### config.mk
export PLATFORM = sky130hd
export DESIGN_NAME = avaliador_ativos_flat
export DESIGN_NICKNAME = d
export VERILOG_FILES = /design/src/rtl/avaliador_ativos_pkg.sv /design/src/rtl/avaliador_ativos_if.sv /design/src/rtl/avaliador_ativos_tabela.sv /design/src/rtl/avaliador_ativos.sv /design/src/flat_wrapper.sv
export SDC_FILE = /design/constraint.sdc
export NUM_CORES = 1
export LEC_CHECK = 0
export BUFFER_PORTS_ARGS = -buffer_cell sky130_fd_sc_hd__buf_4
export CAP_MARGIN = 40
export CORE_ASPECT_RATIO = 1.75
export CORE_MARGIN = 5
export CORE_UTILIZATION = 62
export DETAILED_ROUTE_END_ITERATION = 12
export GPL_TIMING_DRIVEN = 1
export PLACE_DENSITY = 0.78
export REMOVE_ABC_BUFFERS = 1
export SETUP_SLACK_MARGIN = 0.15
export SLEW_MARGIN = 10
export SYNTH_ARGS = -nofsm -noshare
export SYNTH_HDL_FRONTEND = slang
export SYNTH_HIERARCHICAL = 1
export SYNTH_SLANG_ARGS = --single-unit
### constraint.sdc
create_clock -name clk -period 5.6 [get_ports clk]
set_input_delay 1.12 -clock clk [delete_from_list [all_inputs] [get_ports clk]]
set_output_delay 1.12 -clock clk [all_outputs]
set_load 0.02 [all_outputs]
### src/rtl/avaliador_ativos_pkg.sv
// Shared definitions for the active-node evaluator: FSM encoding, default
// entry field widths and the output slot packing helper.
package avaliador_ativos_pkg;

  localparam int ADDR_WIDTH_DEF      = 10;
  localparam int DISTANCIA_WIDTH_DEF = 6;
  localparam int NUM_NA_DEF          = 4;
  localparam int NUM_ATIVOS_DEF      = 16;

  typedef enum logic [1:0] {
    IDLE      = 2'd0,
    BUSCA_MIN = 2'd1,
    SELECIONA = 2'd2,
    PRONTO    = 2'd3
  } estado_t;

  // LSB of output slot k inside a packed field vector of w-bit slots
  function automatic int slot_lsb(input int k, input int w);
    return k * w;
  endfunction

endpackage

### src/rtl/avaliador_ativos_if.sv
// Bundle between the control/neighbour blocks (master) and the evaluator (slave).
interface avaliador_ativos_if
  import avaliador_ativos_pkg::*;
#(
  parameter int ADDR_WIDTH      = ADDR_WIDTH_DEF,
  parameter int DISTANCIA_WIDTH = DISTANCIA_WIDTH_DEF,
  parameter int NUM_NA          = NUM_NA_DEF
);
  logic                              cme_expandir_in;
  logic                              lvv_atualizar_in;
  logic [ADDR_WIDTH-1:0]             lvv_endereco_in;
  logic [DISTANCIA_WIDTH-1:0]        lvv_distancia_in;
  logic [ADDR_WIDTH-1:0]             lvv_anterior_in;
  logic                              lvv_desativar_in;
  logic [ADDR_WIDTH-1:0]             lvv_desativar_addr_in;
  logic                              aa_ocupado_out;
  logic                              aa_pronto_out;
  logic [NUM_NA-1:0]                 aa_aprovado_out;
  logic [ADDR_WIDTH*NUM_NA-1:0]      aa_endereco_out;
  logic [ADDR_WIDTH*NUM_NA-1:0]      aa_anterior_data_out;
  logic [DISTANCIA_WIDTH*NUM_NA-1:0] aa_distancia_out;
  logic                              aa_vazio_out;
  logic                              aa_cheio_out;
  logic                              aa_erro_out;

  modport master (
    output cme_expandir_in, lvv_atualizar_in, lvv_endereco_in, lvv_distancia_in,
           lvv_anterior_in, lvv_desativar_in, lvv_desativar_addr_in,
    input  aa_ocupado_out, aa_pronto_out, aa_aprovado_out, aa_endereco_out,
           aa_anterior_data_out, aa_distancia_out, aa_vazio_out, aa_cheio_out, aa_erro_out
  );

  modport slave (
    input  cme_expandir_in, lvv_atualizar_in, lvv_endereco_in, lvv_distancia_in,
           lvv_anterior_in, lvv_desativar_in, lvv_desativar_addr_in,
    output aa_ocupado_out, aa_pronto_out, aa_aprovado_out, aa_endereco_out,
           aa_anterior_data_out, aa_distancia_out, aa_vazio_out, aa_cheio_out, aa_erro_out
  );
endinterface

### src/rtl/avaliador_ativos_tabela.sv
// Open-set table: entry registers, address match, lowest-free-slot encoder,
// full/empty flags and one indexed read port for the scanning FSM.
module avaliador_ativos_tabela #(
  parameter int ADDR_WIDTH      = 10,
  parameter int DISTANCIA_WIDTH = 6,
  parameter int NUM_ATIVOS      = 16,
  parameter int IDX_W           = $clog2(NUM_ATIVOS)
) (
  input  logic                       clk,
  input  logic                       rst_n,
  input  logic                       wr_en,
  input  logic                       atualizar,
  input  logic [ADDR_WIDTH-1:0]      upd_addr,
  input  logic [DISTANCIA_WIDTH-1:0] upd_dist,
  input  logic [ADDR_WIDTH-1:0]      upd_ant,
  input  logic                       desativar,
  input  logic [ADDR_WIDTH-1:0]      des_addr,
  input  logic [IDX_W-1:0]           rd_idx,
  output logic                       rd_valid,
  output logic [ADDR_WIDTH-1:0]      rd_addr,
  output logic [DISTANCIA_WIDTH-1:0] rd_dist,
  output logic [ADDR_WIDTH-1:0]      rd_ant,
  output logic                       vazio,
  output logic                       cheio,
  output logic                       overflow
);
  logic [NUM_ATIVOS-1:0]                      valid;
  logic [NUM_ATIVOS-1:0][ADDR_WIDTH-1:0]      addr_q;
  logic [NUM_ATIVOS-1:0][ADDR_WIDTH-1:0]      ant_q;
  logic [NUM_ATIVOS-1:0][DISTANCIA_WIDTH-1:0] dist_q;
  logic [NUM_ATIVOS-1:0]                      hit_vec, des_vec;
  logic [IDX_W-1:0]                           free_idx;
  logic                                       has_free, hit, upd_en, des_en;

  // Address match vectors for the insert/improve and remove requests
  always_comb begin
    hit_vec = '0;
    des_vec = '0;
    for (int i = 0; i < NUM_ATIVOS; i++) begin
      hit_vec[i] = valid[i] && (addr_q[i] == upd_addr);
      des_vec[i] = valid[i] && (addr_q[i] == des_addr);
    end
  end

  // Lowest-index free slot, from pre-cycle state only
  always_comb begin
    free_idx = '0;
    has_free = 1'b0;
    for (int i = NUM_ATIVOS - 1; i >= 0; i--) begin
      if (!valid[i]) begin
        free_idx = IDX_W'(i);
        has_free = 1'b1;
      end
    end
  end

  // A remove of the same address in the same cycle cancels the insert
  assign hit      = |hit_vec;
  assign des_en   = wr_en && desativar;
  assign upd_en   = wr_en && atualizar && !(desativar && (des_addr == upd_addr));
  assign overflow = upd_en && !hit && !has_free;

  // Entry updates: remove, strict improvement, or insert into the free slot
  always_ff @(posedge clk or negedge rst_n) begin
    if (!rst_n) begin
      valid  <= '0;
      addr_q <= '0;
      ant_q  <= '0;
      dist_q <= '0;
    end else begin
      for (int i = 0; i < NUM_ATIVOS; i++) begin
        if (des_en && des_vec[i]) begin
          valid[i] <= 1'b0;
        end else if (upd_en && hit_vec[i]) begin
          if (upd_dist < dist_q[i]) begin
            dist_q[i] <= upd_dist;
            ant_q[i]  <= upd_ant;
          end
        end else if (upd_en && !hit && has_free && (free_idx == IDX_W'(i))) begin
          valid[i]  <= 1'b1;
          addr_q[i] <= upd_addr;
          dist_q[i] <= upd_dist;
          ant_q[i]  <= upd_ant;
        end
      end
    end
  end

  assign vazio    = ~|valid;
  assign cheio    = &valid;
  assign rd_valid = valid[rd_idx];
  assign rd_addr  = addr_q[rd_idx];
  assign rd_dist  = dist_q[rd_idx];
  assign rd_ant   = ant_q[rd_idx];

endmodule

### src/rtl/avaliador_ativos.sv
// Active-node evaluator: two-pass scan (minimum search, then selection of up
// to NUM_NA entries at that minimum) over the open-set table.
module avaliador_ativos
  import avaliador_ativos_pkg::*;
#(
  parameter int ADDR_WIDTH      = ADDR_WIDTH_DEF,
  parameter int DISTANCIA_WIDTH = DISTANCIA_WIDTH_DEF,
  parameter int NUM_NA          = NUM_NA_DEF,
  parameter int NUM_ATIVOS      = NUM_ATIVOS_DEF
) (
  input logic         clk,
  input logic         rst_n,
  avaliador_ativos_if.slave bus
);
  localparam int IDX_W = $clog2(NUM_ATIVOS);
  localparam int SW    = $clog2(NUM_NA + 1);

  estado_t                           estado, prox;
  logic [IDX_W-1:0]                  idx;
  logic [DISTANCIA_WIDTH-1:0]        min_q;
  logic [SW-1:0]                     slot;
  logic [NUM_NA-1:0]                 aprovado_q;
  logic [ADDR_WIDTH*NUM_NA-1:0]      end_q, ant_q;
  logic [DISTANCIA_WIDTH*NUM_NA-1:0] dist_q;
  logic                              erro_q, ocupado, pronto, ultimo;
  logic                              rd_valid, vazio, cheio, overflow;
  logic [ADDR_WIDTH-1:0]             rd_addr, rd_ant;
  logic [DISTANCIA_WIDTH-1:0]        rd_dist;

  avaliador_ativos_tabela #(
    .ADDR_WIDTH(ADDR_WIDTH), .DISTANCIA_WIDTH(DISTANCIA_WIDTH),
    .NUM_ATIVOS(NUM_ATIVOS), .IDX_W(IDX_W)
  ) u_tabela (
    .clk(clk), .rst_n(rst_n), .wr_en(!ocupado),
    .atualizar(bus.lvv_atualizar_in), .upd_addr(bus.lvv_endereco_in),
    .upd_dist(bus.lvv_distancia_in), .upd_ant(bus.lvv_anterior_in),
    .desativar(bus.lvv_desativar_in), .des_addr(bus.lvv_desativar_addr_in),
    .rd_idx(idx), .rd_valid(rd_valid), .rd_addr(rd_addr), .rd_dist(rd_dist),
    .rd_ant(rd_ant), .vazio(vazio), .cheio(cheio), .overflow(overflow)
  );

  assign ultimo = (idx == IDX_W'(NUM_ATIVOS - 1));

  // State register
  always_ff @(posedge clk or negedge rst_n) begin
    if (!rst_n) estado <= IDLE;
    else        estado <= prox;
  end

  // Next-state logic; an empty table skips straight to PRONTO
  always_comb begin
    prox = estado;
    case (estado)
      IDLE:      if (bus.cme_expandir_in) prox = vazio ? PRONTO : BUSCA_MIN;
      BUSCA_MIN: if (ultimo) prox = SELECIONA;
      SELECIONA: if (ultimo) prox = PRONTO;
      PRONTO:    prox = IDLE;
      default:   prox = IDLE;
    endcase
  end

  // State-decoded outputs
  always_comb begin
    ocupado = (estado == BUSCA_MIN) || (estado == SELECIONA);
    pronto  = (estado == PRONTO);
  end

  // Scan index, running minimum and approved-slot registers
  always_ff @(posedge clk or negedge rst_n) begin
    if (!rst_n) begin
      idx        <= '0;
      min_q      <= '0;
      slot       <= '0;
      aprovado_q <= '0;
      end_q      <= '0;
      ant_q      <= '0;
      dist_q     <= '0;
    end else begin
      case (estado)
        IDLE: if (bus.cme_expandir_in) begin
          idx        <= '0;
          min_q      <= '1;
          slot       <= '0;
          aprovado_q <= '0;
          end_q      <= '0;
          ant_q      <= '0;
          dist_q     <= '0;
        end
        BUSCA_MIN: begin
          if (rd_valid && (rd_dist < min_q)) min_q <= rd_dist;
          idx <= ultimo ? '0 : idx + 1'b1;
          if (ultimo) slot <= '0;
        end
        SELECIONA: begin
          if (rd_valid && (rd_dist == min_q) && (slot < SW'(NUM_NA))) begin
            for (int k = 0; k < NUM_NA; k++) begin
              if (slot == SW'(k)) begin
                aprovado_q[k] <= 1'b1;
                end_q[slot_lsb(k, ADDR_WIDTH) +: ADDR_WIDTH]            <= rd_addr;
                ant_q[slot_lsb(k, ADDR_WIDTH) +: ADDR_WIDTH]            <= rd_ant;
                dist_q[slot_lsb(k, DISTANCIA_WIDTH) +: DISTANCIA_WIDTH] <= rd_dist;
              end
            end
            slot <= slot + 1'b1;
          end
          idx <= ultimo ? '0 : idx + 1'b1;
        end
        default: ;
      endcase
    end
  end

  // Sticky error: table overflow or any write attempted during a scan
  always_ff @(posedge clk or negedge rst_n) begin
    if (!rst_n) erro_q <= 1'b0;
    else erro_q <= erro_q | overflow |
                   (ocupado & (bus.lvv_atualizar_in | bus.lvv_desativar_in));
  end

  assign bus.aa_ocupado_out       = ocupado;
  assign bus.aa_pronto_out        = pronto;
  assign bus.aa_aprovado_out      = aprovado_q;
  assign bus.aa_endereco_out      = end_q;
  assign bus.aa_anterior_data_out = ant_q;
  assign bus.aa_distancia_out     = dist_q;
  assign bus.aa_vazio_out         = vazio;
  assign bus.aa_cheio_out         = cheio;
  assign bus.aa_erro_out          = erro_q;

endmodule

### src/flat_wrapper.sv
// flat-port wrapper written by rule: the top's interface ports become plain ports
module avaliador_ativos_flat import avaliador_ativos_pkg::*;
#(
  parameter int ADDR_WIDTH      = ADDR_WIDTH_DEF,
  parameter int DISTANCIA_WIDTH = DISTANCIA_WIDTH_DEF,
  parameter int NUM_NA          = NUM_NA_DEF,
  parameter int NUM_ATIVOS      = NUM_ATIVOS_DEF
)
  (clk, rst_n, bus_cme_expandir_in, bus_lvv_atualizar_in, bus_lvv_endereco_in, bus_lvv_distancia_in, bus_lvv_anterior_in, bus_lvv_desativar_in, bus_lvv_desativar_addr_in, bus_aa_ocupado_out, bus_aa_pronto_out, bus_aa_aprovado_out, bus_aa_endereco_out, bus_aa_anterior_data_out, bus_aa_distancia_out, bus_aa_vazio_out, bus_aa_cheio_out, bus_aa_erro_out);
  avaliador_ativos_if #(.ADDR_WIDTH(ADDR_WIDTH), .DISTANCIA_WIDTH(DISTANCIA_WIDTH), .NUM_NA(NUM_NA)) bus_i ();
  input logic clk;
  input logic rst_n;
  input wire logic [$bits(bus_i.cme_expandir_in)-1:0] bus_cme_expandir_in;
  input wire logic [$bits(bus_i.lvv_atualizar_in)-1:0] bus_lvv_atualizar_in;
  input wire logic [$bits(bus_i.lvv_endereco_in)-1:0] bus_lvv_endereco_in;
  input wire logic [$bits(bus_i.lvv_distancia_in)-1:0] bus_lvv_distancia_in;
  input wire logic [$bits(bus_i.lvv_anterior_in)-1:0] bus_lvv_anterior_in;
  input wire logic [$bits(bus_i.lvv_desativar_in)-1:0] bus_lvv_desativar_in;
  input wire logic [$bits(bus_i.lvv_desativar_addr_in)-1:0] bus_lvv_desativar_addr_in;
  output wire logic [$bits(bus_i.aa_ocupado_out)-1:0] bus_aa_ocupado_out;
  output wire logic [$bits(bus_i.aa_pronto_out)-1:0] bus_aa_pronto_out;
  output wire logic [$bits(bus_i.aa_aprovado_out)-1:0] bus_aa_aprovado_out;
  output wire logic [$bits(bus_i.aa_endereco_out)-1:0] bus_aa_endereco_out;
  output wire logic [$bits(bus_i.aa_anterior_data_out)-1:0] bus_aa_anterior_data_out;
  output wire logic [$bits(bus_i.aa_distancia_out)-1:0] bus_aa_distancia_out;
  output wire logic [$bits(bus_i.aa_vazio_out)-1:0] bus_aa_vazio_out;
  output wire logic [$bits(bus_i.aa_cheio_out)-1:0] bus_aa_cheio_out;
  output wire logic [$bits(bus_i.aa_erro_out)-1:0] bus_aa_erro_out;
  assign bus_i.cme_expandir_in = bus_cme_expandir_in;
  assign bus_i.lvv_atualizar_in = bus_lvv_atualizar_in;
  assign bus_i.lvv_endereco_in = bus_lvv_endereco_in;
  assign bus_i.lvv_distancia_in = bus_lvv_distancia_in;
  assign bus_i.lvv_anterior_in = bus_lvv_anterior_in;
  assign bus_i.lvv_desativar_in = bus_lvv_desativar_in;
  assign bus_i.lvv_desativar_addr_in = bus_lvv_desativar_addr_in;
  assign bus_aa_ocupado_out = bus_i.aa_ocupado_out;
  assign bus_aa_pronto_out = bus_i.aa_pronto_out;
  assign bus_aa_aprovado_out = bus_i.aa_aprovado_out;
  assign bus_aa_endereco_out = bus_i.aa_endereco_out;
  assign bus_aa_anterior_data_out = bus_i.aa_anterior_data_out;
  assign bus_aa_distancia_out = bus_i.aa_distancia_out;
  assign bus_aa_vazio_out = bus_i.aa_vazio_out;
  assign bus_aa_cheio_out = bus_i.aa_cheio_out;
  assign bus_aa_erro_out = bus_i.aa_erro_out;
  avaliador_ativos #(.ADDR_WIDTH(ADDR_WIDTH), .DISTANCIA_WIDTH(DISTANCIA_WIDTH), .NUM_NA(NUM_NA), .NUM_ATIVOS(NUM_ATIVOS)) u_core (.clk(clk), .rst_n(rst_n), .bus(bus_i));
endmodule
=== Word level (Yosys, flattened, before mapping) ===
Cells that the tools add are included.

* Flip-flop bits (word level): 556

* Magnitude comparators: 19
* $add $sub $neg: 2
* Muxes and demuxes: 225
* Bitwise operators: 36
* Equality and inequality tests: 97
* Reduce and logical (&&, ||, !) cells: 195

{| class="wikitable"
|+ Operators with widths
! operator !! number
|-
| $mux W10 || 58
|-
| $eq A10 B10 Y1 || 33
|-
| $mux W6 || 55
|-
| $pmux W40 S2 || 2
|-
| $mux W40 || 3
|-
| $lt A6 B6 Y1 || 17
|-
| $reduce_and A3 Y1 || 34
|-
| $logic_and A1 B1 Y1 || 90
|-
| $bmux W10 S4 || 2
|-
| $mux W4 || 19
|-
| $reduce_bool A2 Y1 || 35
|-
| $mux W1 || 69
|-
| $mux W24 || 2
|-
| $pmux W24 S2 || 1
|-
| $ne A2 B2 Y1 const B || 23
|-
| $eq A4 B4 Y1 const B || 9
|-
| $ne A2 B1 Y1 const B || 18
|-
| $reduce_and A2 Y1 || 17
|-
| $not A1 Y1 || 32
|-
| $reduce_or A16 Y1 || 2
|-
| $bmux W6 S4 || 1
|-
| $reduce_and A4 Y1 || 5
|-
| $eq A4 B3 Y1 const B || 4
|-
| $pmux W4 S2 || 2
|-
| 27 further kinds || 41
|}

=== Logic depth before layout (Yosys ltp) ===
Gate-level depths: netlist of run 1.

* Depth after elaboration: 21
* Mapped depth: 15

=== Hierarchy ===
Netlist of run 1, hierarchy kept.

{| class="wikitable"
|+ By module, submodules not included
! module !! times used !! area an instance (µm²) !! sequential area each (µm²) !! cells an instance
|-
| avaliador_ativos_tabela || 1 || 26462.9 || 10810.4 || 2076
|-
| avaliador_ativos || 1 || 5286.3 || 3103.0 || 440
|}

=== Least setup slack after synthesis of run 1 ===
OpenSTA, ideal clock, no wires.

* Path kind: reg-to-reg
* Start point: register u_core.idx[0]
* End point: register u_core.dist_q[19] (netlist: u_core/bus.aa_distancia_out[19])
* Stages on the path, launching flop included: 15
* Slack: 1.144 ns
* Data required time: 5.479 ns
* Data arrival time: 4.335 ns
* Cells stage by stage: dfrtp_1 clkbuf_1 buf_1 buf_1 mux4_2 mux4_2 ha_1 and4_1 buf_2 and2_1 buf_6 and4_1 buf_2 buf_6 a22o_1

* Word-level cells in the longest chain between the ends: 7
* Elaborated cells between the ends (all ways): 12
* Those cells by class: eq/ne (2); mux (7); reduce/logical (3)

{| class="wikitable"
|+ RTL lines
! what !! RTL line !! source
|-
| start: declaration || avaliador_ativos.sv:19 || <nowiki>logic [IDX_W-1:0] idx;</nowiki>
|-
| start signal: assignment || avaliador_ativos.sv:91 || <nowiki>idx <= ultimo ? '0 : idx + 1'b1;</nowiki>
|-
| start signal: assignment || avaliador_ativos.sv:106 || <nowiki>idx <= ultimo ? '0 : idx + 1'b1;</nowiki>
|-
| $bmux W6 S4 || avaliador_ativos_tabela.sv:93 || <nowiki>assign rd_dist = dist_q[rd_idx];</nowiki>
|-
| $mux W6 (implied by the code) || avaliador_ativos_tabela.sv:93 ||
|-
| via u_core.rd_dist[4] || avaliador_ativos.sv:28 || <nowiki>logic [DISTANCIA_WIDTH-1:0] rd_dist;</nowiki>
|-
| $eq A6 B6 Y1 || avaliador_ativos.sv:95 || <nowiki>if (rd_valid && (rd_dist == min_q) && (slot < SW'(NUM_NA))) begin</nowiki>
|-
| $logic_and A1 B1 Y1 (2 in a row) || avaliador_ativos.sv:95 ||
|-
| $ne A2 B2 Y1 (no source line) || -- ||
|-
| $reduce_and A4 Y1 (no source line) || -- ||
|-
| end signal: indexed assignment || avaliador_ativos.sv:101 || <nowiki>dist_q[slot_lsb(k, DISTANCIA_WIDTH) +: DISTANCIA_WIDTH] <= rd_dist;</nowiki>
|-
| end: declaration || avaliador_ativos.sv:24 || <nowiki>logic [DISTANCIA_WIDTH*NUM_NA-1:0] dist_q;</nowiki>
|}

The timed path passes the listed nets, and every way through them passes these cells. The select of a mux whose other input is x is not followed.
A chain may end at the register's enable or synchronous reset.

=== Final worst setup path of run 1 ===
* Start point: register u_core.estado[0]
* End point: register u_core/u_tabela/ant_q[133] in the netlist's numbering

* Word-level cells in the longest chain between the ends: 10
* Elaborated cells between the ends (all ways): 17
* Those cells by class: eq/ne (3); mux (1); bitwise (1); reduce/logical (12)

{| class="wikitable"
|+ RTL lines
! what !! RTL line !! source
|-
| start: declaration || avaliador_ativos.sv:18 || <nowiki>estado_t estado, prox;</nowiki>
|-
| start signal: assignment || avaliador_ativos.sv:47 || <nowiki>else estado <= prox;</nowiki>
|-
| $eq A2 B1 Y1 / $eq A2 B2 Y1 (equally long branches) || avaliador_ativos.sv:64 || <nowiki>ocupado = (estado == BUSCA_MIN) || (estado == SELECIONA);</nowiki>
|-
| $logic_or A1 B1 Y1 (*) || avaliador_ativos.sv:64 ||
|-
| $logic_not A1 Y1 (*) || avaliador_ativos.sv:34 || <nowiki>.clk(clk), .rst_n(rst_n), .wr_en(!ocupado),</nowiki>
|-
| $logic_and A1 B1 Y1 (2 in a row) || avaliador_ativos_tabela.sv:60 || <nowiki>assign upd_en = wr_en && atualizar && !(desativar && (des_addr == upd_addr));</nowiki>
|-
| $logic_and A1 B1 Y1 (3 in a row) || avaliador_ativos_tabela.sv:79 || <nowiki>end else if (upd_en && !hit && has_free && (free_idx == IDX_W'(i))) begin</nowiki>
|-
| $reduce_bool A2 Y1 (no source line) || -- ||
|-
| $reduce_and A3 Y1 (no source line) || -- ||
|-
| end signal: indexed assignment || avaliador_ativos_tabela.sv:77 || <nowiki>ant_q[i] <= upd_ant;</nowiki>
|-
| end signal: indexed assignment || avaliador_ativos_tabela.sv:83 || <nowiki>ant_q[i] <= upd_ant;</nowiki>
|-
| end: declaration || avaliador_ativos_tabela.sv:29 || <nowiki>logic [NUM_ATIVOS-1:0][ADDR_WIDTH-1:0] ant_q;</nowiki>
|}

Mark *: on every way between the ends. The rest lies on a longest branch, timed or not.

==> results.cfg, run 1 <==
[floorplan]
dieArea_um2 = 56000
core_um2 = 50600
start_util_pct = 62.7
rows = 109
die_w_um = 181
io_pins = 154
die_height_um = 309

[final_layout]
insertedDiodeCount = 0
layout_common_cells = dfrtp_1, mux2_2, xnor2_1
syn_to_final_growth_pct = 10.1
multi_input_area_um2 = 16300
nFillCells = 3649
ff_latch_area_um2 = 13900
layout_commonest_cell = dfrtp_1
nNetsFinal = 2736
final_layout_size_suffix_gt1_share_pct = 31.4
fin_util_pct = 69.1

[worst_setup_path]
crit_chain = inv_1 > ha_1 > buf_4 > inv_1 > nand2_1 > nor4_1 > nand3_1 > nor4_1 > buf_4 > a211o_1 > nor4_4 > buf_4 > a41oi_2 > buf_4 > mux2_2
max_stage_delay_ns = 0.63
r2r_slack_ns = 1.16
worstReg2RegStart = u_core/estado[0]
end_kind = flop
rr_endpoint = u_core/u_tabela/ant_q[133]
r2r_cells = 15
cp_slowest_cell = nor4_1
startpoint_type = flop
setup.worst_path.class = flop to flop
critPathArrivalTime_ns = 4.92
cpMostUsedCell = buf_4
critPathMaxFanout = 16
critPathRequiredTime_ns = 6.09

[logic_synthesis]
yosys_warnings = 6
synth_edf_count = 0
netlist_area_um2 = 31700
ys_types = 76
synth_top_area_share_pct = 43.8
synthArstFlopShare_pct = 100
ys_seq_area_share_pct = 43.8
ys.flop_type = dfrtp_1
synth_area_per_cell_um2 = 12.6
synthTopCellsByArea = dfrtp_1, mux2_2, mux4_2
ys_seq_elements = 556
yosysTopAreaCell = dfrtp_1
synth_cells = 2516

[route]
wire_per_inst_um = 29.8
drc = 0
viasPerCell = 6.70
dr.pass1.iters = 5
num_vias = 22134
ant_nets = 0
wl_mm = 98.3
drt_iter0_drc = 1929

[timing]
period_share_pct = 79.2
skew_ns = 0.0289
min_period_ns = 4.44
max_freq_mhz = 225
drv_slew = 0
worstMarginPinSlew_ns = 0.939
setup_viol = 0
relSlewSlack_pct = 37.4
hold_slack_ns = 0.470
rsz0062_at_grt = no
hold_violations = 0

[min_path]
hold_end = u_core/bus.aa_erro_out
worstHoldPathCells = 2
min_path_type = flop to flop
hp-start = u_core/bus.aa_erro_out

[grt]
grt_max_degree = 124
grt_first_pass_wirelength_mm = 149
antenna_found_initial = 1
grt_pass1_vias = 23825
overflow = 0
grt_usage_pct = 34.8

[flow_run]
maxCapViolCount = 0

[cts]
clock_latency_ns = 0.62
cts.sinks = 556
ctsHoldBuffers = 0
post_cts_buffers = 0
clk_pin_slew_ns = 0.07
cts_tree = yes
cts_buffer_depth = 3
cts_inserted_buffers = 51
ctsResizeCount = 0
htree_levels = 2
clock-root-buffer = clkbuf_16

[power]
power_uw = 15700
ir_drop_mv = 0.332
p_leak_uw = 0.0157
power.density_nw_per_um2 = 449

[status]
status = finished clean

[placement]
portBuffers = 153
dp_hpwl_mm = 68.8
gp_congestion = 0.997
how the worst max path moves through the flow:
stage / depth (start not counted) / startpoint / end
floorplan: 7 / u_core/idx[0] / u_core/bus.aa_anterior_data_out[10]
global placement: 12 / bus_lvv_endereco_in[8] / u_core/u_tabela/ant_q[72]
detailed placement: 10 / bus_lvv_endereco_in[7] / u_core/u_tabela/ant_q[152]
CTS: 15 / u_core/estado[0] / u_core/u_tabela/ant_q[133]
global route: 7 / u_core/idx[0] / u_core/bus.aa_endereco_out[25]
finish: 15 / u_core/estado[0] / u_core/u_tabela/ant_q[133]
cells in the mapped netlist, types with 8 or more instances:
library cell	count
buf_12	8
nand3_1	66
nand2b_1	21
nor3_1	50
a21oi_1	27
dfrtp_1	556
buf_6	13
buf_4	20
inv_1	103
clkbuf_1	69
nor4_2	11
mux2_1	75
xor2_1	99
buf_2	69
nor4_1	36
nand4_1	91
xnor2_1	231
mux2_2	331
nor2b_1	16
mux4_2	135
nor2_1	29
nand2_1	73
ha_1	97
o221ai_1	10
a21o_1	38
a211oi_1	8
a22o_1	86
o21ai_0	24
mux2_4	10
buf_1	13
per-stage QoR:
step | setup WS [ns] | setup TNS [ns] | instances | cell area [µm²]
after global routing | 1.05 | 0 | 3304 | 34900
after global placement | 0.936 | 0 | 3207 | 33200
after detailed placement | 0.962 | 0 | 3211 | 33200
after CTS | 1.22 | 0 | 3304 | 34900
final | 1.16 | 0 | 3304 | 34900
after floorplan | -1.75 | -173.53 | 2322 | 30600
power by group:
part	total, µW	internal, µW	leakage (µW)	switching, µW
clock network	3590	1970	0.000855	1620
registers	6020	4920	0.00741	1100
logic	6070	2710	0.00742	3350
total	15700	9600	0.0157	6070
cell type report:
cell class,instances,area share [%]
Sequential cell,556,39.8
Timing Repair Buffer,223,5.08
Multi-Input combinational cell,1662,46.7
Tap cell,666,2.38
Inverter,104,1.12
Clock inverter,23,0.609
Clock buffer,70,4.26
registers in the layout (all words and copies together), names as in the netlist:
name                             count
u_core/idx                           4
u_core/bus.aa_erro_out               1
u_core/u_tabela/addr_q             160
u_core/slot                          3
u_core/u_tabela/ant_q              160
u_core/bus.aa_aprovado_out           4
u_core/bus.aa_anterior_data_out     40
u_core/u_tabela/dist_q              96
u_core/bus.aa_distancia_out         24
u_core/estado                        2
u_core/bus.aa_endereco_out          40
u_core/u_tabela/valid               16
u_core/min_q                         6
routing by layer:
metal	track usage [%]	vias up	routed length [µm]
li1	-	9353	-
met4	23.7	2	8150
met1	39.7	11438	34100
met2	60.7	978	50200
met3	5.18	363	5850
met5	0	-	13
critical path: cells and delay by family, from the launching register on:
family                     cells  cell delay, ns
adders and majority gates      1            0.29
and+or+nand+nor                5            1.59
DFF                            1            0.44
muxes                          1            0.38
buffers and inverters          6            1.24
AOI/OAI and AO/OA              2            0.34
cells by family after synthesis:
group                    synth area share (%)
adder cells (fa/ha/maj)                  3.82
AO/OA/AOI/OAI                            6.10
AND/OR/NAND/NOR                          7.75
buffers and inverters                    4.82
multiplexers                             24.6
XOR/XNOR                                 9.10
flip-flops                               43.8
Power figures use the tool's default switching activity.
==> inputs of run 2 (changes only) <==
==> constraint.sdc (replaced) <==
create_clock -name clk -period 4.14 [get_ports clk]
set_input_delay 0.828 -clock clk [delete_from_list [all_inputs] [get_ports clk]]
set_output_delay 0.828 -clock clk [all_outputs]
set_load 0.02 [all_outputs]
==> run 2 against run 1 <==
- register-to-register slack worse by 0.88 ns
- die area is the same
- sequential share of layout area shrank 0.77 points
- critical endpoint is now u_core/u_tabela/ant_q[34]
==> results.cfg, run 2 (synthesis gave the netlist of run 1 again) <==
[timing]
setup_slack_ns = 0.280
hold_slack_ns = 0.220
max_freq_mhz = 259
worstMarginPinSlew_ns = 1.08
rsz0062_at_grt = no
period_share_pct = 93.2
min_period_ns = 3.86
drv_slew = 0
hold_violations = 0
setup_viol = 0
relSlewSlack_pct = 27.6
skew_ns = 0.0325

[cts]
clk_pin_slew_ns = 0.07
cts_tree = yes
cts_inserted_buffers = 52
clock-root-buffer = clkbuf_16
htree_levels = 2
cts.sinks = 556
clock_latency_ns = 0.62
cts_buffer_depth = 3
post_cts_buffers = 0

[power]
p_leak_uw = 0.0160
internal-power_uw = 13300
switching_share_pct = 38.8
seqPwrFrac_pct = 37.6
power.density_nw_per_um2 = 607
comb_power_share_pct = 39.2
p_clk_share_pct = 23.2
ir_drop_mv = 0.488
p_sw_uw = 8390

[final_layout]
layout_commonest_cell = dfrtp_1
fin_util_pct = 70.4
final_layout_size_suffix_gt1_share_pct = 32.6
syn_to_final_growth_pct = 12.2
nNetsFinal = 2786
instances_no_fill = 3356
layout_common_cells = dfrtp_1, mux2_2, buf_4
reg_top3 = u_core/u_tabela/addr_q x160, u_core/u_tabela/ant_q x160, u_core/u_tabela/dist_q x96

[grt]
top_usage_layer = met2
grt_max_degree = 106
grt_use_met1_pct = 41.6
overflow = 0
met3_usage_pct = 5.79
grt_usage_pct = 35.8
grt_first_pass_wirelength_mm = 152
use_met2_pct = 60.7
antenna_found_initial = 3
grt_pass1_vias = 23878

[worst_setup_path]
worstSetupEndpoint = u_core/u_tabela/ant_q[34]
max_stage_delay_ns = 0.63
cp.buffers_inverters = 4
end_kind = flop
rr_endpoint = u_core/u_tabela/ant_q[34]
crit_path_start = u_core/estado[0]
cpMostUsedCell = inv_1
critPathArrivalTime_ns = 4.35
worstReg2RegStart = u_core/estado[0]
r2r_slack_ns = 0.28
startpoint_type = flop
cp_num_cells = 13
critPathRequiredTime_ns = 4.63
setup.worst_path.class = flop to flop
critPathTopFamily = simple AND/OR/NAND/NOR gates
critPathMaxFanout = 16
r2r_cells = 13
crit_chain = inv_1 > ha_1 > inv_1 > and2_1 > nand4_1 > nor4_1 > buf_4 > nor2_1 > nand2_1 > nor3_1 > a41oi_2 > buf_12 > mux2_2
cp_slowest_cell = and2_1

[placement]
pre_cts_slack_ns = 0.165
portBuffers = 153
dp_hpwl_mm = 71.3
place_inst = 3260
gp_congestion = 1.00

[floorplan]
start_util_pct = 62.7
core_um2 = 50600
io_pins = 154
rows = 109
dieArea_um2 = 56000
die_height_um = 309
die_w_um = 181

[route]
num_vias = 22614
wl_mm = 101
dr.pass1.iters = 5
ant_nets = 0
viasPerCell = 6.74
drt_iter0_drc = 2232
wire_per_inst_um = 30.0
drc = 0

[status]
status = finished clean

[flow_run]
maxCapViolCount = 0

[min_path]
min_path_type = input port to asynchronous set/reset pin
run 2: cell types whose count changed in the layout (fill, tap and decap cells not counted), sizes merged:
| cell | before | now |
|---|---|---|
| clkbuf | 70 | 73 |
| clkinv | 15 | 13 |
| bufinv | 2 | 4 |
| buf | 223 | 272 |
| clkinvlp | 1 | 3 |
| diode | 0 | 1 |
| inv | 109 | 106 |
run 2: layout make-up:
| class | count | area [µm²] |
|---|---|---|
| multi-input cells | 1662 | 16300 |
| fillers | 3557 | 15000 |
| flip-flops and latches | 556 | 13900 |
| repair buffers | 272 | 2370 |
| clock buffers | 73 | 1500 |
| well taps | 666 | 833 |
| inverters | 104 | 390 |
| clock inverters | 22 | 283 |
| diodes | 1 | 2.50 |
run 2: worst min-delay path by stage:
stage | start | endpoint | slack [ns] | cells past startpoint
final | rst_n | u_core/u_tabela/ant_q[90] | 0.22 | 1
after detailed placement | u_core/u_tabela/ant_q[104] | u_core/u_tabela/ant_q[104] | 0.47 | 1
after global routing | rst_n | u_core/u_tabela/ant_q[90] | 0.30 | 1
after CTS | rst_n | u_core/u_tabela/ant_q[90] | 0.32 | 1
after floorplan | u_core/u_tabela/ant_q[101] | u_core/u_tabela/ant_q[101] | 0.45 | 1
after global placement | u_core/bus.aa_erro_out | u_core/bus.aa_erro_out | 0.45 | 2
run 2: metrics by stage:
stage	power, µW	setup TNS (ns)	instance area (µm²)
global placement	16200	0	33800
global route	22500	0	35600
detailed placement	16500	0	33800
CTS	21600	0	35600
floorplan	13200	-351.63	30600
finish	21600	0	35600
run 2: power by group through the flow:
stage	clock network [µW]	registers (µW)	logic, µW
global route	5290	8260	8990
global placement	0	8080	8090
finish	5020	8140	8490
floorplan	0	7950	5270
detailed placement	0	8170	8330
CTS	5080	8090	8420
run 2: worst reg2reg max path, cell delays in order, from the launching register on:
cell	delay, ns
dfrtp_1	0.42
inv_1	0.09
ha_1	0.32
inv_1	0.35
and2_1	0.63
nand4_1	0.16
nor4_1	0.37
buf_4	0.26
nor2_1	0.06
nand2_1	0.15
nor3_1	0.11
a41oi_2	0.23
buf_12	0.21
mux2_2	0.38
run 2: per-layer routing:
layer	share of wire (%)	vias up
li1	-	9466
met1	35	11595
met2	50	1110
met3	6.5	441
met4	9.3	2
met5	0.0069	-
run 2: repair_timing:
| item | 4_1_cts | 5_1_grt |
|---|---|---|
| hold buffers | 0 | 0 |
| gates resized for setup | 0 | 1 |
| setup endpoints to repair | 0 | 16 |
